**config.mk**
```make
export PLATFORM = sky130hd
export DESIGN_NAME = tdc_readout
export DESIGN_NICKNAME = d
export VERILOG_FILES = /design/src/rtl/tdc_readout.sv
export SDC_FILE = /design/constraint.sdc
export NUM_CORES = 1
export LEC_CHECK = 0
export ABC_AREA = 0
export CAP_MARGIN = 10
export CELL_PAD_IN_SITES_DETAIL_PLACEMENT = 0
export CELL_PAD_IN_SITES_GLOBAL_PLACEMENT = 1
export CORE_MARGIN = 4
export CORE_UTILIZATION = 40
export CTS_CLUSTER_DIAMETER = 80
export DETAILED_ROUTE_END_ITERATION = 8
export PLACE_DENSITY_LB_ADDON = 0.1
export SYNTH_ARGS = -nofsm -noshare
export SYNTH_HDL_FRONTEND = slang
export SYNTH_SLANG_ARGS = --single-unit
```
**constraint.sdc**
```tcl
create_clock -name clk -period 1.8 [get_ports clk]
set_input_delay 0.27 -clock clk [delete_from_list [all_inputs] [get_ports clk]]
set_output_delay 0.27 -clock clk [all_outputs]
set_load 0.1 [all_outputs]
```
**src/rtl/tdc_readout.sv**
```systemverilog
// Time-domain CIM readout: measures sa_out high-time inside each input_ctrl window and accumulates a read burst.
// Optional majority glitch filter on sa_out enabled by defining TDC_GLITCH_FILTER_EN.
module tdc_readout #(
  parameter int CNT_W       = 5,
  parameter int ACC_W       = 9,
  parameter int LOOPS       = 10,
  parameter int SYNC_STAGES = 2
) (
  input  logic             clk,
  input  logic             rst_n,
  input  logic             compute_sig,
  input  logic             input_ctrl,
  input  logic             sa_out,
  output logic [ACC_W-1:0] result_data,
  output logic             result_valid,
  input  logic             result_ready,
  output logic             abort_pulse,
  output logic             overrun,
  output logic             busy
);

`ifdef TDC_GLITCH_FILTER_EN
  localparam int DLY = SYNC_STAGES + 1;
`else
  localparam int DLY = SYNC_STAGES;
`endif
  localparam int LW = $clog2(LOOPS + 1);

  typedef enum logic [1:0] {IDLE, ARMED, WINDOW, DRAIN} state_t;

  state_t                 state;
  logic [SYNC_STAGES-1:0] sa_sync;
  logic [DLY-1:0]         win_dly;
  logic [DLY-1:0]         comp_dly;
  logic                   s_sa;
  logic                   d_win;
  logic                   d_comp;
  logic                   d_comp_q;
  logic [CNT_W-1:0]       cnt;
  logic [ACC_W-1:0]       acc;
  logic [LW-1:0]          loops;
  logic [ACC_W-1:0]       sum;

  function automatic logic [ACC_W-1:0] sat_add(input logic [ACC_W-1:0] a, input logic [CNT_W-1:0] b);
    logic [ACC_W:0] s;
    s = {1'b0, a} + {{(ACC_W + 1 - CNT_W){1'b0}}, b};
    return s[ACC_W] ? {ACC_W{1'b1}} : s[ACC_W-1:0];
  endfunction

  // Window and burst flags travel through the same depth as the data so all three stay tick-aligned.
  always_ff @(posedge clk or negedge rst_n) begin
    if (!rst_n) begin
      sa_sync  <= '0;
      win_dly  <= '0;
      comp_dly <= '0;
    end else begin
      sa_sync  <= {sa_sync[SYNC_STAGES-2:0], sa_out};
      win_dly  <= {win_dly[DLY-2:0], input_ctrl};
      comp_dly <= {comp_dly[DLY-2:0], compute_sig};
    end
  end

`ifdef TDC_GLITCH_FILTER_EN
  logic sa_filt;

  // Filtered level follows the synchronizer only once two consecutive samples agree.
  always_ff @(posedge clk or negedge rst_n) begin
    if (!rst_n) begin
      sa_filt <= 1'b0;
    end else if (sa_sync[SYNC_STAGES-1] == sa_sync[SYNC_STAGES-2]) begin
      sa_filt <= sa_sync[SYNC_STAGES-1];
    end else begin
      sa_filt <= sa_filt;
    end
  end

  assign s_sa = sa_filt;
`else
  assign s_sa = sa_sync[SYNC_STAGES-1];
`endif

  assign d_win  = win_dly[DLY-1];
  assign d_comp = comp_dly[DLY-1];
  assign sum    = sat_add(acc, cnt);

  // Burst FSM, accumulation and result handshake.
  always_ff @(posedge clk or negedge rst_n) begin
    if (!rst_n) begin
      state        <= IDLE;
      cnt          <= '0;
      acc          <= '0;
      loops        <= '0;
      d_comp_q     <= 1'b0;
      result_data  <= '0;
      result_valid <= 1'b0;
      abort_pulse  <= 1'b0;
      overrun      <= 1'b0;
      busy         <= 1'b0;
    end else begin
      abort_pulse <= 1'b0;
      d_comp_q    <= d_comp;
      if (result_valid && result_ready) begin
        result_valid <= 1'b0;
        overrun      <= 1'b0;
      end
      case (state)
        IDLE: begin
          cnt   <= '0;
          acc   <= '0;
          loops <= '0;
          if (d_comp && !d_comp_q) begin
            state <= ARMED;
            busy  <= 1'b1;
          end else begin
            busy <= 1'b0;
          end
        end
        ARMED: begin
          if (!d_comp) begin
            state       <= IDLE;
            busy        <= 1'b0;
            abort_pulse <= (loops != '0);
          end else if (d_win) begin
            state <= WINDOW;
            cnt   <= s_sa ? {{(CNT_W - 1){1'b0}}, 1'b1} : '0;
          end
        end
        WINDOW: begin
          if (!d_comp) begin
            state       <= IDLE;
            busy        <= 1'b0;
            abort_pulse <= 1'b1;
            cnt         <= '0;
          end else if (!d_win) begin
            acc   <= sum;
            cnt   <= '0;
            loops <= loops + 1'b1;
            if (loops == LW'(LOOPS - 1)) begin
              state <= DRAIN;
              busy  <= 1'b0;
              // A result still waiting for the consumer wins unless it is taken on this very edge.
              if (!result_valid || result_ready) begin
                result_data  <= sum;
                result_valid <= 1'b1;
              end else begin
                overrun <= 1'b1;
              end
            end else begin
              state <= ARMED;
            end
          end else if (s_sa && (cnt != {CNT_W{1'b1}})) begin
            cnt <= cnt + 1'b1;
          end
        end
        DRAIN: begin
          busy <= 1'b0;
          if (!d_comp) begin
            state <= IDLE;
          end
        end
        default: begin
          state <= IDLE;
          busy  <= 1'b0;
        end
      endcase
    end
  end

endmodule
```
==> flow_summary.yaml <==
floorplan:
  die-area_mm2: 0.00653
  core_area_mm2: 0.00511
  die_h_um: 80.8
  ios: 19
  start_util_pct: 41.5
  rows: 26
  dieWidth_um: 80.8
timing:
  final-hold-violation-count: 0
  drv_slew: 0
  rsz0062_at_grt: "true"
  period_share_pct: 109
  period_needed_ns: 1.96
  tightest_slew_ns: 0.518
  fin_skew_ns: 0.00485
  max_freq_mhz: 511
  relSlewSlack_pct: 65.5
  fin_hold_ws_ns: 0.0351
  setup_slack_ns: -0.157
  setup_viol: 8
synthesis:
  syn_area_mm2: 0.00212
  synthTopCellsByArea: "dfrtp_1 (47%), ha_1 (8.3%), o21ai_0 (5.2%)"
  synth-async-reset-ratio_pct: 100
  synth-edff-count: 0
  yosysSeqAreaShare_pct: 47.2
  yosysUniqueCellTypes: 47
  ys.warnings.count: 0
  yosys.area.top_type_share_pct: 47.2
  synthFlopType: "dfrtp_1"
  synth-seq-cells: 40
  synth_top_cell_by_area: "dfrtp_1"
  syn_nets: 238
  syn_avg_cell_area_um2: 9.77
  syn_inst: 217
status:
  status: "complete, but fails checks"
  violations: "negative setup slack"
finish:
  nNetsFinal: 285
  antenna_cells: 0
  synthToLayoutAreaGrowth_pct: 31.9
  postLayoutCoreUtil_pct: 54.8
  finalNonFillerCells: 334
  layout-drive-gt1-share_pct: 30.3
  final_common_cell: "dfrtp_1"
  final_cell_mix: "dfrtp_1 (40), buf_4 (35), nand2_1 (24)"
clock_tree:
  h-tree-depth: 2
  cts_root_buf: "clkbuf_8"
  clk_latency_ns: 0.29
  clockBufferDepth: 2
  cts_num_sinks: 40
  clk_pin_slew_ns: 0.07
  cts_tree: "built"
  numCtsBuffers: 5
setup_path:
  critPathMaxFanout: 2
  r2r-start: "acc[0]"
  cp.buffers_inverters: 1
  crit_arrival_ns: 2.12
  ff2ff_path_depth: 8
  reg2reg_slack_ns: -0.16
  cp_slowest_stage_delay_ns: 0.36
  endpoint_kind: "flop"
  worstPathCellList: "ha_2 -> inv_2 -> fa_2 -> and2b_1 -> o21ai_1 -> a21o_1 -> a222oi_1 -> a31oi_1"
  crit_required_ns: 1.97
  crit_type: "flop to flop"
  slowest_stage: "dfrtp_1"
  startpoint_type: "flop"
  r2r_end: "result_data[8]"
  crit_family: "compound AO/OA/AOI/OAI gates"
power_and_ir_drop:
  power.density_mw_per_mm2: 900
  switching_share_pct: 36.3
  comb_power_share_pct: 38.3
  ir_drop_mv: 0.857
  power_frac_seq_pct: 39.7
  intPower_mw: 1.60
  p_switching_mw: 0.913
  power_leakage_nw: 1.28
  power.total_mw: 2.52
  pwr-share-clk_pct: 22.1
detailed_routing:
  avgRoutedWirePerCell_um: 14.4
  vias: 1706
  routed_wl_um: 4810
  drtIter0Drc: 61
  via_per_inst: 5.11
  dr.pass1.iters: 4
  drc: 0
  drt.antenna.violating_nets: 0
global_route:
  grt_max_degree: 41
  grt_pass1_vias: 1700
  grt.overflow.total: 0
  grt_pass1_wl_um: 8160
  antenna_found_initial: 0
  grt_usage_pct: 16.2
place:
  gp_congestion: 0.785
  dp_cells: 320
  io_buffers: 18
  hpwl_um: 3300
  pre_cts_ws_ns: -0.162
job:
  drv_cap: 0
min_path:
  holdCritPathClass: "input port to async pin"
state kept, by name, indices dropped and copies added, names as in the netlist, 2 cells and up:
signal,count
sa_sync,2
loops,4
acc,9
result_data,9
comp_dly,2
cnt,5
state,2
win_dly,2
area by class of cell:
type | count | area [um2]
Timing Repair Buffer | 47 | 413
Fill cell | 458 | 2310
Sequential cell | 40 | 1000
Tap cell | 70 | 87.6
Clock buffer | 6 | 72.6
Inverter | 14 | 52.6
Multi-Input combinational cell | 156 | 1160
Clock inverter | 1 | 5.00
kinds of logic (layout without fill, tap and decap cells):
group | Yosys count | after routing | synth area share [%]
simple gates | 78 | 78 | 19.4
compound gates | 57 | 58 | 17.6
flops | 40 | 40 | 47.2
buf+inv | 22 | 68 | 4.42
fa+ha+maj | 15 | 15 | 9.20
xor+xnor | 4 | 4 | 1.65
mux | 1 | 1 | 0.472
power groups by stage:
stage	combinational, mW	sequential, mW	clock, mW
final	0.963	0.998	0.555
after global routing	1.05	1.01	0.633
after CTS	0.894	0.996	0.590
after detailed placement	0.802	1.01	0
after global placement	0.781	1.01	0
after floorplan	0.411	1.08	0
synth_stat cells, types with 2 or more instances:
cell / count
dfrtp_1: 40
nand2_1: 24
o21ai_0: 22
ha_1: 14
inv_1: 14
nand3_1: 13
nor2_1: 13
a21oi_1: 9
nor2b_1: 6
a31oi_1: 4
clkbuf_1: 4
o31ai_1: 4
a21o_1: 3
and4b_1: 3
nand4_1: 3
xnor2_1: 3
a21oi_2: 2
and3_1: 2
buf_2: 2
nand2b_1: 2
nor3_1: 2
nor3b_1: 2
o41ai_1: 2
per-layer routing:
metal | global-route usage [%] | share of wire (%)
met4 | 5.07 | 0.42
met3 | 3.77 | 3.9
met2 | 27.7 | 53
met5 | 0 | 0
met1 | 20.3 | 42
how the worst max path moves through the flow:
stage | startpoint | slack [ns] | cells past startpoint | end
finish | acc[0] | -0.16 | 8 | result_data[8]
global route | acc[0] | -0.28 | 8 | result_data[8]
CTS | acc[0] | -0.13 | 8 | acc[8]
detailed placement | cnt[0] | -0.16 | 8 | result_data[8]
global placement | acc[0] | -0.13 | 8 | result_data[8]
floorplan | cnt[0] | -0.12 | 8 | result_data[8]
metrics by stage:
stage	setup TNS [ns]	cell area (um2)
floorplan	-0.174	2130
global placement	-0.402	2520
detailed placement	-0.896	2520
CTS	-0.378	2700
global route	-2.42	2800
finish	-0.546	2800
repair_timing:
action | in CTS | in global routing
gates cloned | 1 | 0
setup endpoints to repair | 15 | 26
hold buffers | 0 | 0
buffers inserted | 3 | 3
pin swaps | 19 | 14
resized for setup | 18 | 16
No activity file was read; power rests on OpenSTA's default activity.
